### config.mk
export PLATFORM = sky130hd
export DESIGN_NAME = uart_cmd_sched
export DESIGN_NICKNAME = d
export VERILOG_FILES = /design/src/rtl/uart_pkg.sv /design/src/rtl/uart_rr_arb.sv /design/src/rtl/uart_cmd_sched.sv
export SDC_FILE = /design/constraint.sdc
export NUM_CORES = 1
export LEC_CHECK = 0
export BUFFER_PORTS_ARGS = -buffer_cell sky130_fd_sc_hd__buf_2
export CAP_MARGIN = 5
export CORE_MARGIN = 5
export CORE_UTILIZATION = 49
export DETAILED_ROUTE_END_ITERATION = 10
export GPL_ROUTABILITY_DRIVEN = 0
export PLACE_DENSITY_LB_ADDON = 0.3
export SYNTH_ARGS = -nofsm -noshare
export SYNTH_HDL_FRONTEND = slang
export SYNTH_HIERARCHICAL = 1
export SYNTH_SLANG_ARGS = --single-unit
export TNS_END_PERCENT = 30
### constraint.sdc
create_clock -name clk -period 2.6 [get_ports clk]
set_clock_uncertainty 0.05 [all_clocks]
set_input_delay 0.13 -clock clk [delete_from_list [all_inputs] [get_ports clk]]
set_output_delay 0.13 -clock clk [all_outputs]
set_load 0.005 [all_outputs]
### src/rtl/uart_pkg.sv
// Shared definitions for the MPU serial link: FSM encodings, frame header
// defaults and the sensor register map used by the command requesters.
package uart_pkg;

  localparam logic [7:0] S_IDLE  = 8'h00;
  localparam logic [7:0] S_HDR0  = 8'h01;
  localparam logic [7:0] S_HDR1  = 8'h02;
  localparam logic [7:0] S_ADDR  = 8'h03;
  localparam logic [7:0] S_DATAL = 8'h04;
  localparam logic [7:0] S_DATAH = 8'h05;
  localparam logic [7:0] S_GAP   = 8'h06;

  localparam logic [7:0] HDR0_DEF = 8'hFF;
  localparam logic [7:0] HDR1_DEF = 8'hAA;

  localparam logic [7:0]  REG_SAVE   = 8'h00;
  localparam logic [7:0]  REG_CALSW  = 8'h01;
  localparam logic [7:0]  REG_RRATE  = 8'h03;
  localparam logic [7:0]  REG_UNLOCK = 8'h69;
  localparam logic [15:0] UNLOCK_KEY = 16'hB588;

endpackage

### src/rtl/uart_rr_arb.sv
// Round-robin priority encoder: the first asserted request at or after
// rr_ptr (wrapping) wins. Purely combinational.
module uart_rr_arb #(
  parameter int NUM_REQ = 2,
  parameter int IW      = 1
) (
  input  logic [NUM_REQ-1:0] req,
  input  logic [IW-1:0]      rr_ptr,
  output logic [NUM_REQ-1:0] gnt_oh,
  output logic [IW-1:0]      gnt_idx,
  output logic               gnt_vld
);

  int          k;
  logic [IW-1:0] ki;

  always_comb begin
    gnt_oh  = '0;
    gnt_idx = '0;
    gnt_vld = 1'b0;
    k       = 0;
    ki      = '0;
    for (int i = 0; i < NUM_REQ; i++) begin
      k = int'(rr_ptr) + i;
      if (k >= NUM_REQ) k = k - NUM_REQ;
      ki = IW'(k);
      if (!gnt_vld && req[ki]) begin
        gnt_vld     = 1'b1;
        gnt_idx     = ki;
        gnt_oh[ki]  = 1'b1;
      end
    end
  end

endmodule

### src/rtl/uart_cmd_sched.sv
// Transmit-side command scheduler: arbitrates requesters onto one UART byte
// transmitter, sends a 5-byte config frame per grant, then holds off a gap.
module uart_cmd_sched
  import uart_pkg::*;
#(
  parameter int          NUM_REQ    = 2,
  parameter logic [15:0] GAP_CYCLES = 16'd1000,
  parameter logic [7:0]  HDR0       = HDR0_DEF,
  parameter logic [7:0]  HDR1       = HDR1_DEF
) (
  input  logic                    clk,
  input  logic                    rst_n,
  input  logic [NUM_REQ-1:0]      req,
  input  logic [8*NUM_REQ-1:0]    req_addr,
  input  logic [16*NUM_REQ-1:0]   req_data,
  output logic [NUM_REQ-1:0]      ack,
  output logic [7:0]              tx_data,
  output logic                    tx_vld,
  input  logic                    tx_rdy,
  output logic                    busy,
  output logic [31:0]             reg_frame_num,
  input  logic                    reg_frame_clr,
  output logic [7:0]              dbg_state
);

  localparam int            IW   = (NUM_REQ > 2) ? 2 : 1;
  localparam logic [IW-1:0] LAST = IW'(NUM_REQ - 1);

  // Handshake: a byte moves on a cycle with tx_vld && tx_rdy; until then
  // tx_vld and tx_data hold, and tx_vld only falls after a transfer.
  logic [7:0]         state_q, state_d;
  logic [IW-1:0]      grant_q, grant_d, rr_ptr_q, rr_ptr_d;
  logic [7:0]         addr_q, addr_d, addr_sel;
  logic [15:0]        data_q, data_d, data_sel;
  logic [15:0]        gap_q, gap_d;
  logic [NUM_REQ-1:0] ack_q, ack_d;
  logic [7:0]         tx_data_q, tx_data_d;
  logic               tx_vld_q, tx_vld_d;
  logic [31:0]        frame_num_q, frame_num_d;
  logic               xfer, frame_done;
  logic [NUM_REQ-1:0] arb_oh;
  logic [IW-1:0]      arb_idx;
  logic               arb_vld;

  uart_rr_arb #(.NUM_REQ(NUM_REQ), .IW(IW)) u_arb (
    .req     (req),
    .rr_ptr  (rr_ptr_q),
    .gnt_oh  (arb_oh),
    .gnt_idx (arb_idx),
    .gnt_vld (arb_vld)
  );

  always_comb begin
    addr_sel = '0;
    data_sel = '0;
    for (int i = 0; i < NUM_REQ; i++) begin
      if (arb_oh[i]) begin
        addr_sel = req_addr[8*i +: 8];
        data_sel = req_data[16*i +: 16];
      end
    end
  end

  always_comb begin
    state_d    = state_q;
    grant_d    = grant_q;
    rr_ptr_d   = rr_ptr_q;
    addr_d     = addr_q;
    data_d     = data_q;
    gap_d      = gap_q;
    ack_d      = '0;
    frame_done = 1'b0;
    xfer       = tx_vld_q && tx_rdy;
    case (state_q)
      S_IDLE: if (arb_vld) begin
        state_d  = S_HDR0;
        grant_d  = arb_idx;
        addr_d   = addr_sel;
        data_d   = data_sel;
        rr_ptr_d = (arb_idx == LAST) ? '0 : arb_idx + IW'(1);
      end
      S_HDR0:  if (xfer) state_d = S_HDR1;
      S_HDR1:  if (xfer) state_d = S_ADDR;
      S_ADDR:  if (xfer) state_d = S_DATAL;
      S_DATAL: if (xfer) state_d = S_DATAH;
      S_DATAH: if (xfer) begin
        state_d    = S_GAP;
        frame_done = 1'b1;
        gap_d      = (GAP_CYCLES == 16'd0) ? 16'd0 : GAP_CYCLES - 16'd1;
        for (int i = 0; i < NUM_REQ; i++) ack_d[i] = (IW'(i) == grant_q);
      end
      S_GAP: begin
        if (gap_q == 16'd0) state_d = S_IDLE;
        else                gap_d   = gap_q - 16'd1;
      end
      default: state_d = S_IDLE;
    endcase

    // Output byte is registered from the next state so it appears together
    // with the state it belongs to.
    tx_vld_d  = 1'b1;
    tx_data_d = 8'h00;
    case (state_d)
      S_HDR0:  tx_data_d = HDR0;
      S_HDR1:  tx_data_d = HDR1;
      S_ADDR:  tx_data_d = addr_d;
      S_DATAL: tx_data_d = data_d[7:0];
      S_DATAH: tx_data_d = data_d[15:8];
      default: tx_vld_d  = 1'b0;
    endcase

    if (reg_frame_clr)   frame_num_d = 32'd0;
    else if (frame_done) frame_num_d = frame_num_q + 32'd1;
    else                 frame_num_d = frame_num_q;
  end

  always_ff @(posedge clk or negedge rst_n) begin
    if (!rst_n) begin
      state_q     <= S_IDLE;
      grant_q     <= '0;
      rr_ptr_q    <= '0;
      addr_q      <= '0;
      data_q      <= '0;
      gap_q       <= '0;
      ack_q       <= '0;
      tx_data_q   <= '0;
      tx_vld_q    <= 1'b0;
      frame_num_q <= '0;
    end else begin
      state_q     <= state_d;
      grant_q     <= grant_d;
      rr_ptr_q    <= rr_ptr_d;
      addr_q      <= addr_d;
      data_q      <= data_d;
      gap_q       <= gap_d;
      ack_q       <= ack_d;
      tx_data_q   <= tx_data_d;
      tx_vld_q    <= tx_vld_d;
      frame_num_q <= frame_num_d;
    end
  end

  assign ack           = ack_q;
  assign tx_data       = tx_data_q;
  assign tx_vld        = tx_vld_q;
  assign busy          = (state_q != S_IDLE);
  assign reg_frame_num = frame_num_q;
  assign dbg_state     = state_q;

endmodule

==> results.sh, run 1 <==
export IMPL_outcome="completed"
export IMPL_grt_usage_pct=20.0
export IMPL_share_comb_of_total_power_pct=11.9
export IMPL_drcViolationCount=0
export IMPL_synth_ff_latch_count=93
export IMPL_die_area_sq_mm=0.0115
export IMPL_fin_crit_ns=2.52
export IMPL_reg2reg_to="gap_q[9]"
export IMPL_cp_max_fo=7
export IMPL_drive_gt1_share_pct=27.6
export IMPL_synth_area_sq_mm=0.00465
export IMPL_min_period_over_period_pct=97.1
export IMPL_grt_pass1_vias=3926
export IMPL_vias_per_cell=5.37
export IMPL_row_count=35
export IMPL_hold_class="in2reg"
export IMPL_p_switching_uw=764
export IMPL_maxSlewHeadroom_pct=59.7
export IMPL_antenna_found_initial=0
export IMPL_grt_max_degree=47
export IMPL_r2r_slack_ns=0.08
export IMPL_multiInputGateArea_sq_mm=0.00226
export IMPL_fin_util_pct=61.4
export IMPL_syn_inst=486
export IMPL_power_frac_seq_pct=56.9
export IMPL_die_width_um=107
export IMPL_power_per_cell_area_mw_per_mm2=494
export IMPL_dp_hpwl_um=8260
export IMPL_r2r_start="dbg_state[4]"
export IMPL_r2r_cells=5
export IMPL_hold_path_end="addr_q[6]"
export IMPL_synth_xor_area_share_pct=7.54
export IMPL_synth_compound_area_share_pct=13.5
export IMPL_hp_start="req_addr[14]"
export IMPL_dieHeight_um=107
export IMPL_required_ns=2.76
export IMPL_synth_cell_types=56
export IMPL_tightest_slew_ns=0.604
export IMPL_clk_pin_slew_ns=0.10
export IMPL_area_delta_synth_final_pct=22.2
export IMPL_vdd_ir_drop_max_mv=0.315
export IMPL_maxCapViolCount=0
export IMPL_ant_nets=0
export IMPL_tns_ns=0
export IMPL_synth_top_area_cell="dfrtp_1"
export IMPL_firstDrtPassIters=5
export IMPL_synth_edff_count=0
export IMPL_fmax_ghz=0.396
export IMPL_path_class="reg2reg"
export IMPL_cts_tree="yes"
export IMPL_grt_pass1_wl_um=18700
export IMPL_power_leakage_uw=0.00268
export IMPL_crit_arrival_ns=2.69
export IMPL_coreArea_sq_mm=0.00924
export IMPL_htreeDepth=3
export IMPL_clock_sinks=93
export IMPL_rsz0062_at_grt="no"
export IMPL_async_flop_share_pct=100
export IMPL_ys_seq_area_share_pct=50.1
export IMPL_p_clk_share_pct=31.2
export IMPL_syn_area_per_cell_sq_um=9.56
export IMPL_antenna_cells=0
export IMPL_critPathCaptureType="flip-flop"
export IMPL_swShare_pct=27.2
export IMPL_clock_path_buffers=2
export IMPL_wl_um=11300
export IMPL_ys_warn_count=6
export IMPL_final_nets=661
export IMPL_num_vias=3964
export IMPL_drt_iter0_drc=173
export IMPL_yosysMostFrequentCell="dfrtp_1"
export IMPL_initial_core_util_pct=50.3
export IMPL_p_int_uw=2040
export IMPL_synth_simple_area_share_pct=24.9
export IMPL_hold_violations=0
export IMPL_synth_area_mux_share_pct=0.458
export IMPL_finalMaxSlewViolations=0
export IMPL_ios=106
export IMPL_num_fill_cells=800
export IMPL_clock_root_buffer="clkbuf_8"
export IMPL_setup_viol=0
export IMPL_cts_buffers=9
export IMPL_clk_latency_ns=0.36
export IMPL_synth_top_cells_by_count="dfrtp_1 (93), nor2_1 (82), nand2_1 (38), a21oi_1 (34), xor2_1 (22)"
export IMPL_synth_main_ff_cell="dfrtp_1"
export IMPL_wl_per_cell_um=15.3
export IMPL_synthAdderAreaFrac_pct=0.539
export IMPL_overflow=0
export IMPL_synth_top_area_share_pct=50.1
export IMPL_synthTopCellsByArea="dfrtp_1 (50%), nor2_1 (6.6%), xor2_1 (4.1%)"
export IMPL_min_path_cells=3
export IMPL_critPathLaunchType="flip-flop"
export IMPL_seq_area_sq_mm=0.00233
export IMPL_synth_top_family_by_area="simple AND/OR/NAND/NOR gates"
export IMPL_port_buffers=105
cell families (layout without fill, tap and decap cells):
family	Yosys count	count (layout)
buf+inv	35	154
fa+ha+maj	2	2
flops	93	93
simple gates	221	221
xor+xnor	40	40
compound gates	92	92
mux	2	2
other cells	1	5
power groups by stage:
stage / Clock (uW) / Sequential [uW] / Combinational [uW]
floorplan: 0 / 1610 / 196
global placement: 0 / 1620 / 317
detailed placement: 0 / 1630 / 332
CTS: 897 / 1600 / 335
global route: 961 / 1610 / 384
finish: 875 / 1600 / 335
per-stage QoR:
| stage | hold WS (ns) | setup WS [ns] | std cells | total power, uW | instance area (sq um) |
|---|---|---|---|---|---|
| after floorplan | -0.216 | 0.00151 | 490 | 1810 | 4660 |
| after global placement | 0.126 | 0.0464 | 722 | 1940 | 5440 |
| after detailed placement | 0.126 | 0.0135 | 722 | 1960 | 5440 |
| after CTS | 0.0491 | 0.00173 | 738 | 2830 | 5620 |
| after global routing | 0.0743 | 0.00151 | 738 | 2950 | 5680 |
| final | 0.0588 | 0.0754 | 738 | 2810 | 5680 |
layout by cell type (no fill, tap or decap), drive strengths merged, types with 8 or more instances in the layout:
| cell type | instances |
|---|---|
| buf | 126 |
| dfrtp | 93 |
| nor2 | 83 |
| nand2 | 38 |
| a21oi | 34 |
| xor2 | 22 |
| a22oi | 19 |
| xnor2 | 18 |
| nand3 | 15 |
| inv | 13 |
| o21ai | 11 |
| nor3 | 11 |
| nand4 | 11 |
| clkbuf | 9 |
| and3 | 8 |
state kept, by name, indices dropped and copies added, names as in the netlist:
register	cells
rr_ptr_q	1
ack	2
reg_frame_num	32
tx_data	8
tx_vld	1
gap_q	16
grant_q	1
dbg_state	8
data_q	16
addr_q	8
how the worst max path moves through the flow:
stage	startpoint	endpoint	slack, ns	cells after the start
floorplan	dbg_state[4]	gap_q[11]	0.002	7
global placement	dbg_state[4]	gap_q[12]	0.05	6
detailed placement	dbg_state[4]	gap_q[12]	0.01	6
CTS	dbg_state[4]	gap_q[12]	0.002	6
global route	dbg_state[4]	tx_data[5]	0.002	8
finish	dbg_state[4]	gap_q[9]	0.08	5
critical path, cell delays in order (launching register included):
cell and delay (ns):
dfrtp_1 0.39, or4_4 0.55, or4_4 0.49, o22a_4 0.31, o41ai_1 0.44, o211ai_1 0.15
metal layers:
layer / share of wire [%] / global-route usage, % / wire length [um]
met1: 46 / 27.4 / 5180
met2: 48 / 32.7 / 5450
met3: 4.8 / 3.54 / 547
met4: 1.1 / 5.86 / 127
met5: 0 / 0 / 0
area by class of cell:
class / instances / share of cell area [%]
clock buffers: 9 / 2.18
multi-input cells: 362 / 39.9
inverters: 12 / 0.793
repair buffers: 127 / 12.5
well taps: 129 / 2.84
clock inverters: 6 / 0.859
flip-flops and latches: 93 / 41.0
repair_timing:
item                       CTS  global route
hold endpoints to repair    43             0
hold buffers                 1             0
pin swaps                    0             3
setup endpoints to repair    1            30
gates cloned                 0             0
resized for setup            1            14
buffers inserted             0             0
Power figures use the tool's default switching activity.
==> run 2, diff against run 1 <==
- PLACE_DENSITY: unset -> 0.76
- PLACE_DENSITY_LB_ADDON: 0.3 -> unset
==> results.sh, run 2 (synthesis gave the netlist of run 1 again) <==
export IMPL_drcViolationCount=0
export IMPL_share_comb_of_total_power_pct=11.5
export IMPL_setup_ws_ns=0.107
export IMPL_maxSlewHeadroom_pct=53.5
export IMPL_overflow=0
export IMPL_vdd_ir_drop_max_mv=0.319
export IMPL_fin_util_pct=61.5
export IMPL_pre_cts_ws_ns=-0.0142
export IMPL_critPathCaptureType="output pin"
export IMPL_clock_sinks=93
export IMPL_cts_tree="yes"
export IMPL_power_frac_seq_pct=56.4
export IMPL_final_nets=659
export IMPL_clk_latency_ns=0.36
export IMPL_crit_arrival_ns=2.31
export IMPL_num_fill_cells=780
export IMPL_htreeDepth=3
export IMPL_num_vias=4007
export IMPL_die_area_sq_mm=0.0115
export IMPL_p_int_uw=2080
export IMPL_clock_root_buffer="clkbuf_8"
export IMPL_tightest_slew_ns=0.698
export IMPL_firstDrtPassIters=4
export IMPL_port_buffers=105
export IMPL_row_count=35
export IMPL_critPathLaunchType="flip-flop"
export IMPL_dieHeight_um=107
export IMPL_p_switching_uw=752
export IMPL_antenna_found_initial=0
export IMPL_r2r_slack_ns=0.11
export IMPL_grt_usage_pct=20.1
export IMPL_grt_pass1_vias=3920
export IMPL_power_per_cell_area_mw_per_mm2=498
export IMPL_finalMaxSlewViolations=0
export IMPL_cpPeakStageDelay_ns=0.55
export IMPL_clk_pin_slew_ns=0.09
export IMPL_required_ns=2.42
export IMPL_p_clk_share_pct=32.1
export IMPL_cp_max_fo=6
export IMPL_swShare_pct=26.6
export IMPL_area_delta_synth_final_pct=22.3
export IMPL_ant_nets=0
export IMPL_drive_gt1_share_pct=27.1
export IMPL_cts_setup_buffers=0
export IMPL_wl_um=11200
export IMPL_grt_max_degree=56
export IMPL_fmax_ghz=0.401
export IMPL_clock_path_buffers=2
export IMPL_maxCapViolCount=0
export IMPL_grt_pass1_wl_um=18700
export IMPL_fin_crit_ns=2.49
export IMPL_cts_buffers=9
export IMPL_setup_viol=0
export IMPL_wl_per_cell_um=15.3
export IMPL_min_period_over_period_pct=95.9
export IMPL_power_leakage_uw=0.00271
export IMPL_initial_core_util_pct=50.3
export IMPL_antenna_cells=0
export IMPL_ios=106
export IMPL_hold_class="in2reg"
export IMPL_outcome="completed"
export IMPL_timing_hold_ws_ns=0.0343
export IMPL_coreArea_sq_mm=0.00924
export IMPL_crit_path_cell_trace="or4_4 -> buf_4 -> or2_4 -> or4_1 -> buf_2"
export IMPL_final_common_cell="buf_2"
export IMPL_largest_reg_flops=32
export IMPL_die_width_um=107
export IMPL_vias_per_cell=5.44
export IMPL_drt_iter0_drc=164
export IMPL_rsz0062_at_grt="no"
export IMPL_path_class="reg2out"
export IMPL_layout_common_cells="buf_2 (104), dfrtp_1 (93), nor2_1 (81), nand2_1 (38), a21oi_1 (34)"
export IMPL_hold_violations=0
export IMPL_dp_hpwl_um=8320
export IMPL_cp_slowest_cell="or4_4"
## run 2: through the flow
stage / std cells / TNS, ns / total power [uW] / cell area, sq um
2_1_floorplan: 490 / 0 / 1810 / 4660
3_3_place_gp: 720 / 0 / 1930 / 5440
3_5_place_dp: 720 / -0.0142 / 1950 / 5440
4_1_cts: 737 / -0.00422 / 2850 / 5650
5_1_grt: 737 / 0 / 2990 / 5690
6_report: 737 / 0 / 2830 / 5690
## run 2: critical path: cells and delay by family, from the launching register on
kind                   cells  cell delay, ns
buffers and inverters      2            0.33
AND/OR/NAND/NOR            3            1.25
flip-flops                 1            0.39
## run 2: cell type report
class	instances	area, sq um	area share, %
flip-flops and latches	93	2330	40.9
clock buffers	11	141	2.49
multi-input cells	362	2260	39.8
clock inverters	5	42.5	0.748
inverters	12	45.0	0.792
well taps	129	161	2.84
repair buffers	125	706	12.4
## run 2: final timing paths
| check | from | depth (start not counted) | end |
|---|---|---|---|
| min reg2reg | grant_q | 1 | ack[0] |
| min in group asynchronous | rst_n | 2 | tx_data[0] |
| max reg2reg | dbg_state[4] | 6 | gap_q[11] |
| min | reg_frame_clr | 2 | reg_frame_num[0] |
| max in group asynchronous | rst_n | 3 | reg_frame_num[1] |
| max | dbg_state[4] | 5 | busy |
## run 2: timing repair
action | CTS | global route
resized for setup | 4 | 8
setup endpoints to repair | 4 | 34
cloned | 0 | 0
pin swaps | 0 | 3
hold endpoints to repair | 54 | 0
hold buffers | 1 | 0
## run 2: power by group through the flow
stage               Sequential (uW)  Clock (uW)  Combinational, uW
floorplan                      1610           0                196
global placement               1620           0                315
detailed placement             1620           0                327
CTS                            1600         927                330
global route                   1610        1010                374
finish                         1600         908                326
## run 2: per-layer routing
layer  up-vias  wire length [um]  track usage [%]
met4         0               172             7.12
li1       1936                 -                -
met5         -                 0                0
met3        17               547             3.54
met2        86              5610             33.0
met1      1968              4910             27.0
